$ cat src/rtl/coin_acceptor.sv
// Coin mech front end: synchronises and debounces the nickel/dime sensors, emits one-cycle
// accept strobes, rejects simultaneous coins, flags stuck sensors and keeps audit counts.
module coin_acceptor #(
  parameter int unsigned DEBOUNCE_CYCLES = 4,
  parameter int unsigned STUCK_CYCLES    = 1024,
  parameter int unsigned CNT_W           = 8
) (
  input  logic             clk,
  input  logic             rst,
  input  logic             nickel_raw,
  input  logic             dime_raw,
  output logic             N,
  output logic             D,
  output logic             coin_err,
  output logic             stuck,
  output logic [CNT_W-1:0] nickel_cnt,
  output logic [CNT_W-1:0] dime_cnt
);

  localparam int unsigned DcW = $clog2(DEBOUNCE_CYCLES);
  localparam int unsigned ScW = $clog2(STUCK_CYCLES + 1);
  localparam logic [DcW-1:0]   DcLast = DcW'(DEBOUNCE_CYCLES - 1);
  localparam logic [ScW-1:0]   ScMax  = ScW'(STUCK_CYCLES);
  localparam logic [CNT_W-1:0] CntMax = '1;

  // Channel 0 is the nickel sensor, channel 1 the dime sensor.
  logic [1:0]          raw;
  logic [1:0]          s1_q, s2_q;
  logic [1:0]          db_q, db_d;
  logic [1:0][DcW-1:0] dc_q, dc_d;
  logic [1:0][ScW-1:0] sc_q, sc_d;
  logic [1:0]          rise;

  logic             n_q, n_d;
  logic             d_q, d_d;
  logic             err_q, err_d;
  logic [CNT_W-1:0] nickel_cnt_q, nickel_cnt_d;
  logic [CNT_W-1:0] dime_cnt_q, dime_cnt_d;

  assign raw = {dime_raw, nickel_raw};

  always_comb begin
    db_d = db_q;
    dc_d = '0;
    sc_d = '0;
    rise = '0;
    for (int i = 0; i < 2; i++) begin
      if (s2_q[i] != db_q[i]) begin
        if (dc_q[i] == DcLast) begin
          db_d[i] = s2_q[i];
          rise[i] = s2_q[i];
        end else begin
          dc_d[i] = dc_q[i] + DcW'(1);
        end
      end
      if (db_q[i]) begin
        sc_d[i] = (sc_q[i] == ScMax) ? sc_q[i] : sc_q[i] + ScW'(1);
      end
    end
  end

  // A coin rises together with the other channel is ambiguous: reject both.
  always_comb begin
    n_d          = rise[0] & ~rise[1];
    d_d          = rise[1] & ~rise[0];
    err_d        = rise[0] & rise[1];
    nickel_cnt_d = (n_q && nickel_cnt_q != CntMax) ? nickel_cnt_q + CNT_W'(1) : nickel_cnt_q;
    dime_cnt_d   = (d_q && dime_cnt_q != CntMax) ? dime_cnt_q + CNT_W'(1) : dime_cnt_q;
  end

  always_ff @(posedge clk or posedge rst) begin
    if (rst) begin
      s1_q         <= '0;
      s2_q         <= '0;
      db_q         <= '0;
      dc_q         <= '0;
      sc_q         <= '0;
      n_q          <= 1'b0;
      d_q          <= 1'b0;
      err_q        <= 1'b0;
      nickel_cnt_q <= '0;
      dime_cnt_q   <= '0;
    end else begin
      s1_q         <= raw;
      s2_q         <= s1_q;
      db_q         <= db_d;
      dc_q         <= dc_d;
      sc_q         <= sc_d;
      n_q          <= n_d;
      d_q          <= d_d;
      err_q        <= err_d;
      nickel_cnt_q <= nickel_cnt_d;
      dime_cnt_q   <= dime_cnt_d;
    end
  end

  assign N          = n_q;
  assign D          = d_q;
  assign coin_err   = err_q;
  assign stuck      = (sc_q[0] == ScMax) | (sc_q[1] == ScMax);
  assign nickel_cnt = nickel_cnt_q;
  assign dime_cnt   = dime_cnt_q;

endmodule
$ cat config.mk
export PLATFORM = sky130hd
export DESIGN_NAME = coin_acceptor
export DESIGN_NICKNAME = d
export VERILOG_FILES = /design/src/rtl/coin_acceptor.sv
export SDC_FILE = /design/constraint.sdc
export NUM_CORES = 1
export LEC_CHECK = 0
export CORE_ASPECT_RATIO = 1.2
export CORE_MARGIN = 3
export CORE_UTILIZATION = 51
export DETAILED_ROUTE_END_ITERATION = 10
export GPL_ROUTABILITY_DRIVEN = 0
export HOLD_SLACK_MARGIN = 0.12
export PLACE_DENSITY_LB_ADDON = 0.1
export SLEW_MARGIN = 20
export SYNTH_ARGS = -nofsm -noshare
export SYNTH_HDL_FRONTEND = slang
export SYNTH_SLANG_ARGS = --single-unit
$ cat constraint.sdc
create_clock -name clk -period 1.3 [get_ports clk]
set_input_delay 0.195 -clock clk [delete_from_list [all_inputs] [get_ports clk]]
set_output_delay 0.195 -clock clk [all_outputs]
set_load 0.05 [all_outputs]
==> qor.yml, run 1 <==
status: "complete, but fails checks"
violations: "negative setup slack"
ant_nets: 0
endpoint_kind: "primary output"
clock_skew_ns: 0.00822
cap_violations: 0
num_rows: 26
multi_input_area_mm2: 0.00144
synth_seq_cells: 51
hold_path_class: "in -> async"
die_h_um: 81.8
path_class: "reg -> out"
antenna_found_initial: 0
place_area_mm2: 0.00340
crit_fanout: 4
die_w_um: 69.2
p_leak_nw: 1.70
crit_chain: "inv_1, ha_1, nand2_1, nor3_2, a31o_4, buf_12"
critPathSlowestCell: "dfrtp_2"
clk_latency_ns: 0.30
postCtsHoldBufs: 0
ir_drop_v: 0.00113
max_stage_delay_ns: 0.47
core-area_mm2: 0.00442
root_buffer: "clkbuf_8"
fin_hold_ws_ns: 0.194
start_kind: "flop"
ios: 24
final_max_slew_viol_count: 0
firstDrtPassIters: 4
slew_headroom: 0.718
postLayoutSetupSlackWorst_ns: -0.556
io_buffers: 23
gr-total-overflow: 0
hold_viol_final: 0
ys_seq_area_frac: 0.523
cts.clk_slew.worst_paths_ns: 0.09
nFillCells: 165
routed_wl_mm: 8.13
clock-sinks: 51
grt_pass1_wl_mm: 10.5
reg2reg_depth: 5
synth_cells: 234
track_usage: 0.232
initial_core_util: 0.552
grt_pass1_vias: 2286
p_per_area_mw_per_mm2: 1260
wl_per_cell_um: 21.1
initialDrtViolationCount: 172
drive_gt1_frac: 0.536
yosys_warnings: 0
cts-buffers-inserted: 5
syn_area_mm2: 0.00244
tns_ns: -3.25
synth.top_cell.area_share: 0.523
fmax_ghz: 0.539
drc: 0
critPathRequiredTime_ns: 1.11
setup_viol: 26
fin_crit_ns: 1.86
nNetsFinal: 341
synth_top_cell_by_area: "dfrtp_1"
synth_nets: 246
avgViaCountPerCell: 6.32
tightest_slew_ns: 0.420
rsz0062_at_grt: "true"
fp.dieArea_mm2: 0.00566
antenna_cells: 0
ys_types: 37
design_area_mm2: 0.00399
instances_no_fill: 386
avgSynthCellArea_um2: 10.4
seqCellArea_mm2: 0.00130
grt_max_degree: 21
htree_levels: 2
dp_cells: 357
cts_buffer_depth: 2
cts_tree: "built"
dp_hpwl_mm: 3.96
area_growth_pct: 63.3
fin_crit_sh: 1.43
vias: 2441
total_power_w: 0.00503
yosys-top-cells-area: "dfrtp_1, ha_1, nand2_1, a21oi_1, mux2i_1"
cp_data_arrival_time_ns: 1.66
-- synthesized netlist by cell type (all sizes together) --
cell,number
a21oi,16
a31o,2
a31oi,4
a41oi,1
and3,1
and4,4
buf,1
clkbuf,4
dfrtp,51
ha,8
inv,13
mux2,6
mux2i,8
nand2,26
nand2b,3
nand3,12
nand3b,2
nand4,8
nor2,9
nor2b,3
nor3,6
nor4,7
nor4b,1
o2111ai,1
o21a,1
o21ai,9
o221ai,1
o22ai,1
o31ai,6
or3,4
or4,6
xnor2,5
xor2,4
-- placed cells by master (no fill, tap or decap), drive strengths merged, types with 5 or more instances in the layout --
cell	Yosys	final
dfrtp	51	51
xnor2	5	5
o31ai	6	6
nand4	8	8
buf	1	90
clkbuf	4	5
nand3	12	12
mux2i	8	8
o21ai	9	9
ha	8	8
nor2	9	9
or4	6	6
nor3	6	6
mux2	6	6
inv	13	12
a21oi	16	16
nor4	7	7
nand2	26	26
-- area by class of cell --
| type | count | area share |
|---|---|---|
| well taps | 56 | 0.0176 |
| flip-flops and latches | 51 | 0.326 |
| clock inverters | 3 | 0.00376 |
| inverters | 13 | 0.0132 |
| multi-input cells | 165 | 0.360 |
| repair buffers | 93 | 0.262 |
| clock buffers | 5 | 0.0173 |
-- worst max-delay path, delay by kind of cell, from the launching register on --
family	cells	cell delay, ns
flops	1	0.47
simple gates	2	0.27
buf+inv	2	0.22
fa+ha+maj	1	0.21
compound gates	1	0.19
-- path summary, 6_finish.rpt --
check	startpoint	to	slack, ns
worst max-delay path	sc_q[12]	stuck	-0.56
worst min-delay path	rst	sc_q[18]	0.19
worst max register to register	sc_q[3]	sc_q[7]	-0.24
worst min register to register	s1_q[0]	s2_q[0]	0.37
max in group asynchronous	rst	sc_q[14]	0.72
min in group clk	nickel_raw	s1_q[0]	0.33
-- repair_timing --
item,in CTS,in global routing
pin swaps,9,20
resized for setup,31,44
setup endpoints to repair,20,28
buffers inserted,10,18
-- cell families after synthesis --
family          share of synthesized area
simple gates                        0.209
flops                               0.523
compound gates                      0.103
buf+inv                            0.0312
mux                                0.0605
xor+xnor                           0.0323
fa+ha+maj                          0.0410
-- sequential cells by signal (all words and copies together) (netlist names) --
signal,flops
D,1
N,1
coin_err,1
db_q,2
dc_q,4
dime_cnt,8
nickel_cnt,8
s1_q,2
s2_q,2
sc_q,22
-- routing by layer --
metal | global-route usage | vias up | share of wire
li1 | - | 1048 | -
met1 | 0.270 | 1195 | 0.39
met2 | 0.440 | 161 | 0.50
met3 | 0.0465 | 37 | 0.078
met4 | 0.0605 | 0 | 0.035
met5 | 0 | - | 0
-- report_power, final --
part	switching (W)	internal, W	total [W]
clock network	0.000506	0.000370	0.000876
registers	0.000358	0.00182	0.00218
logic	0.00102	0.000961	0.00198
total	0.00188	0.00315	0.00503
-- through the flow --
stage	setup slack, ns	utilization
6_report	-0.556	0.902
5_1_grt	-0.572	0.902
4_1_cts	-0.439	0.841
3_5_place_dp	-0.172	0.770
3_3_place_gp	-0.111	0.770
2_1_floorplan	-0.222	-
No activity file was read; power rests on OpenSTA's default activity.
==> run 2: changes to the inputs <==
Settings changed: RECOVER_POWER set to 50.
==> run 2 against run 1 <==
  * The run still ends with negative setup slack left
  * Highest routed layer unchanged
  * Critical endpoint unchanged
  * Die area stayed put
  * Sequential share of layout area up 0.30 points
  * Setup slack better by 0.0063 ns
  * Register-to-register slack barely moved
==> qor.yml, run 2 (same netlist as run 1, synthesis figures left out) <==
status: "complete, but fails checks"
violations: "negative setup slack"
fin_hold_ws_ns: 0.305  # +0.111 ns
final_common_cell: "buf_4"
grt_pass1_wl_mm: 10.5  # unchanged
seqCellArea_mm2: 0.00130  # unchanged
vias: 2438  # -0.12%
routed_wl_mm: 8.10  # -0.43%
antenna_found_initial: 0  # unchanged
grt_pass1_vias: 2286  # unchanged
initialDrtViolationCount: 196  # +14%
crit_fanout: 4  # unchanged
start_kind: "flop"
fin_crit_ns: 1.85  # -0.00632 ns
wl_per_cell_um: 21.0  # -0.43%
clock_skew_ns: 0.00700  # -0.00122 ns
postCtsHoldBufs: 0  # unchanged
cts_tree: "built"
cts.clk_slew.worst_paths_ns: 0.09  # about the same
grt_max_degree: 21  # unchanged
multi_input_area_mm2: 0.00144  # unchanged
postLayoutSetupSlackWorst_ns: -0.549  # +0.00632 ns
cp_data_arrival_time_ns: 1.65  # about the same
hold_path_class: "in -> async"
path_class: "reg -> out"
critPathRequiredTime_ns: 1.11  # about the same
top_register: "sc_q"
die_h_um: 81.8  # unchanged
num_rows: 26  # unchanged
core-area_mm2: 0.00442  # unchanged
final_max_slew_viol_count: 0  # unchanged
gr-total-overflow: 0  # unchanged
hold_viol_final: 0  # unchanged
p_leak_nw: 1.68  # -0.79%
cts-buffers-inserted: 5  # unchanged
dp_hpwl_mm: 3.96  # unchanged
drive_gt1_frac: 0.533  # -0.00303
slew_headroom: 0.666  # -0.0513
ios: 24  # unchanged
die_w_um: 69.2  # unchanged
rsz0062_at_grt: "true"
p_per_area_mw_per_mm2: 1270  # +0.66%
fp.dieArea_mm2: 0.00566  # unchanged
ant_nets: 0  # unchanged
track_usage: 0.232  # unchanged
instances_no_fill: 386  # unchanged
nFillCells: 172  # +4.2%
dp_cells: 357  # unchanged
root_buffer: "clkbuf_8"
cap_violations: 0  # unchanged
mostFrequentLayoutCells: "buf_4, dfrtp_1, nand2_1"
io_buffers: 23  # unchanged
endpoint_kind: "primary output"
nNetsFinal: 341  # unchanged
clk_latency_ns: 0.30  # about the same
largest_reg_flops: 22  # unchanged
cts_buffer_depth: 2  # unchanged
antenna_cells: 0  # unchanged
firstDrtPassIters: 5  # +1
fin_crit_sh: 1.42  # -0.00486
tightest_slew_ns: 0.501  # +0.0804 ns
htree_levels: 2  # unchanged
initial_core_util: 0.552  # unchanged
fmax_ghz: 0.541  # +0.34%
avgViaCountPerCell: 6.32  # -0.12%
clock-sinks: 51  # unchanged
area_growth_pct: 61.8
drc: 0  # unchanged
setup_viol: 26  # unchanged
ir_drop_v: 0.00113  # about the same
[run 2: final cells by class]
type                    instances  share of cell area
well taps                      56              0.0177
repair buffers                 93               0.256
inverters                      13              0.0127
multi-input cells             165               0.364
clock buffers                   5              0.0174
flip-flops and latches         51               0.329
clock inverters                 3             0.00380
[run 2: what timing repair did]
action / 4_1_cts / 5_1_grt
buffers inserted: 10 / 18
pin swaps: 9 / 20
endpoints found under the setup margin: 20 / 28
hold endpoints to repair: 0 / 0
cloned: 0 / 0
gates resized for setup: 31 / 44
[run 2: stage by stage]
step | setup WS [ns] | instance area [um^2] | setup TNS [ns] | utilization | power, W
2_1_floorplan | -0.222 | 2540 | -0.668 | - | 0.00293
3_3_place_gp | -0.111 | 3400 | -0.392 | 0.770 | 0.00370
3_5_place_dp | -0.172 | 3400 | -1.11 | 0.770 | 0.00379
4_1_cts | -0.439 | 3720 | -1.53 | 0.841 | 0.00473
5_1_grt | -0.572 | 3950 | -4.41 | 0.893 | 0.00523
6_report | -0.549 | 3950 | -3.27 | 0.893 | 0.00502
[run 2: worst max-delay path: stages, from the launching register on]
cell and delay [ns]:
dfrtp_2 0.47, inv_1 0.10, ha_1 0.21, nand2_1 0.10, nor3_2 0.17, a31o_4 0.19, buf_12 0.13
[run 2: report_power, final]
group          switching, W  internal, W  total (W)
Combinational       0.00102     0.000948    0.00196
Clock              0.000506     0.000370   0.000876
Sequential         0.000359      0.00182    0.00218
[run 2: path summary, 6_finish.rpt]
| kind | startpoint | to | slack (ns) | cells after the start |
|---|---|---|---|---|
| worst max register to register | sc_q[3] | sc_q[7] | -0.23 | 5 |
| worst max-delay path | sc_q[12] | stuck | -0.55 | 6 |
| worst min register to register | s1_q[0] | s2_q[0] | 0.37 | 0 |
| max in group asynchronous | rst | sc_q[12] | 0.21 | 3 |
| min in group clk | s1_q[0] | s2_q[0] | 0.37 | 0 |
| worst min-delay path | rst | sc_q[18] | 0.31 | 2 |
[run 2: layer usage]
layer | GRT usage | share of wire | vias up
li1 | - | - | 1047
met1 | 0.270 | 0.38 | 1195
met2 | 0.440 | 0.50 | 161
met3 | 0.0465 | 0.084 | 35
met4 | 0.0605 | 0.035 | 0
met5 | 0 | 0 | -
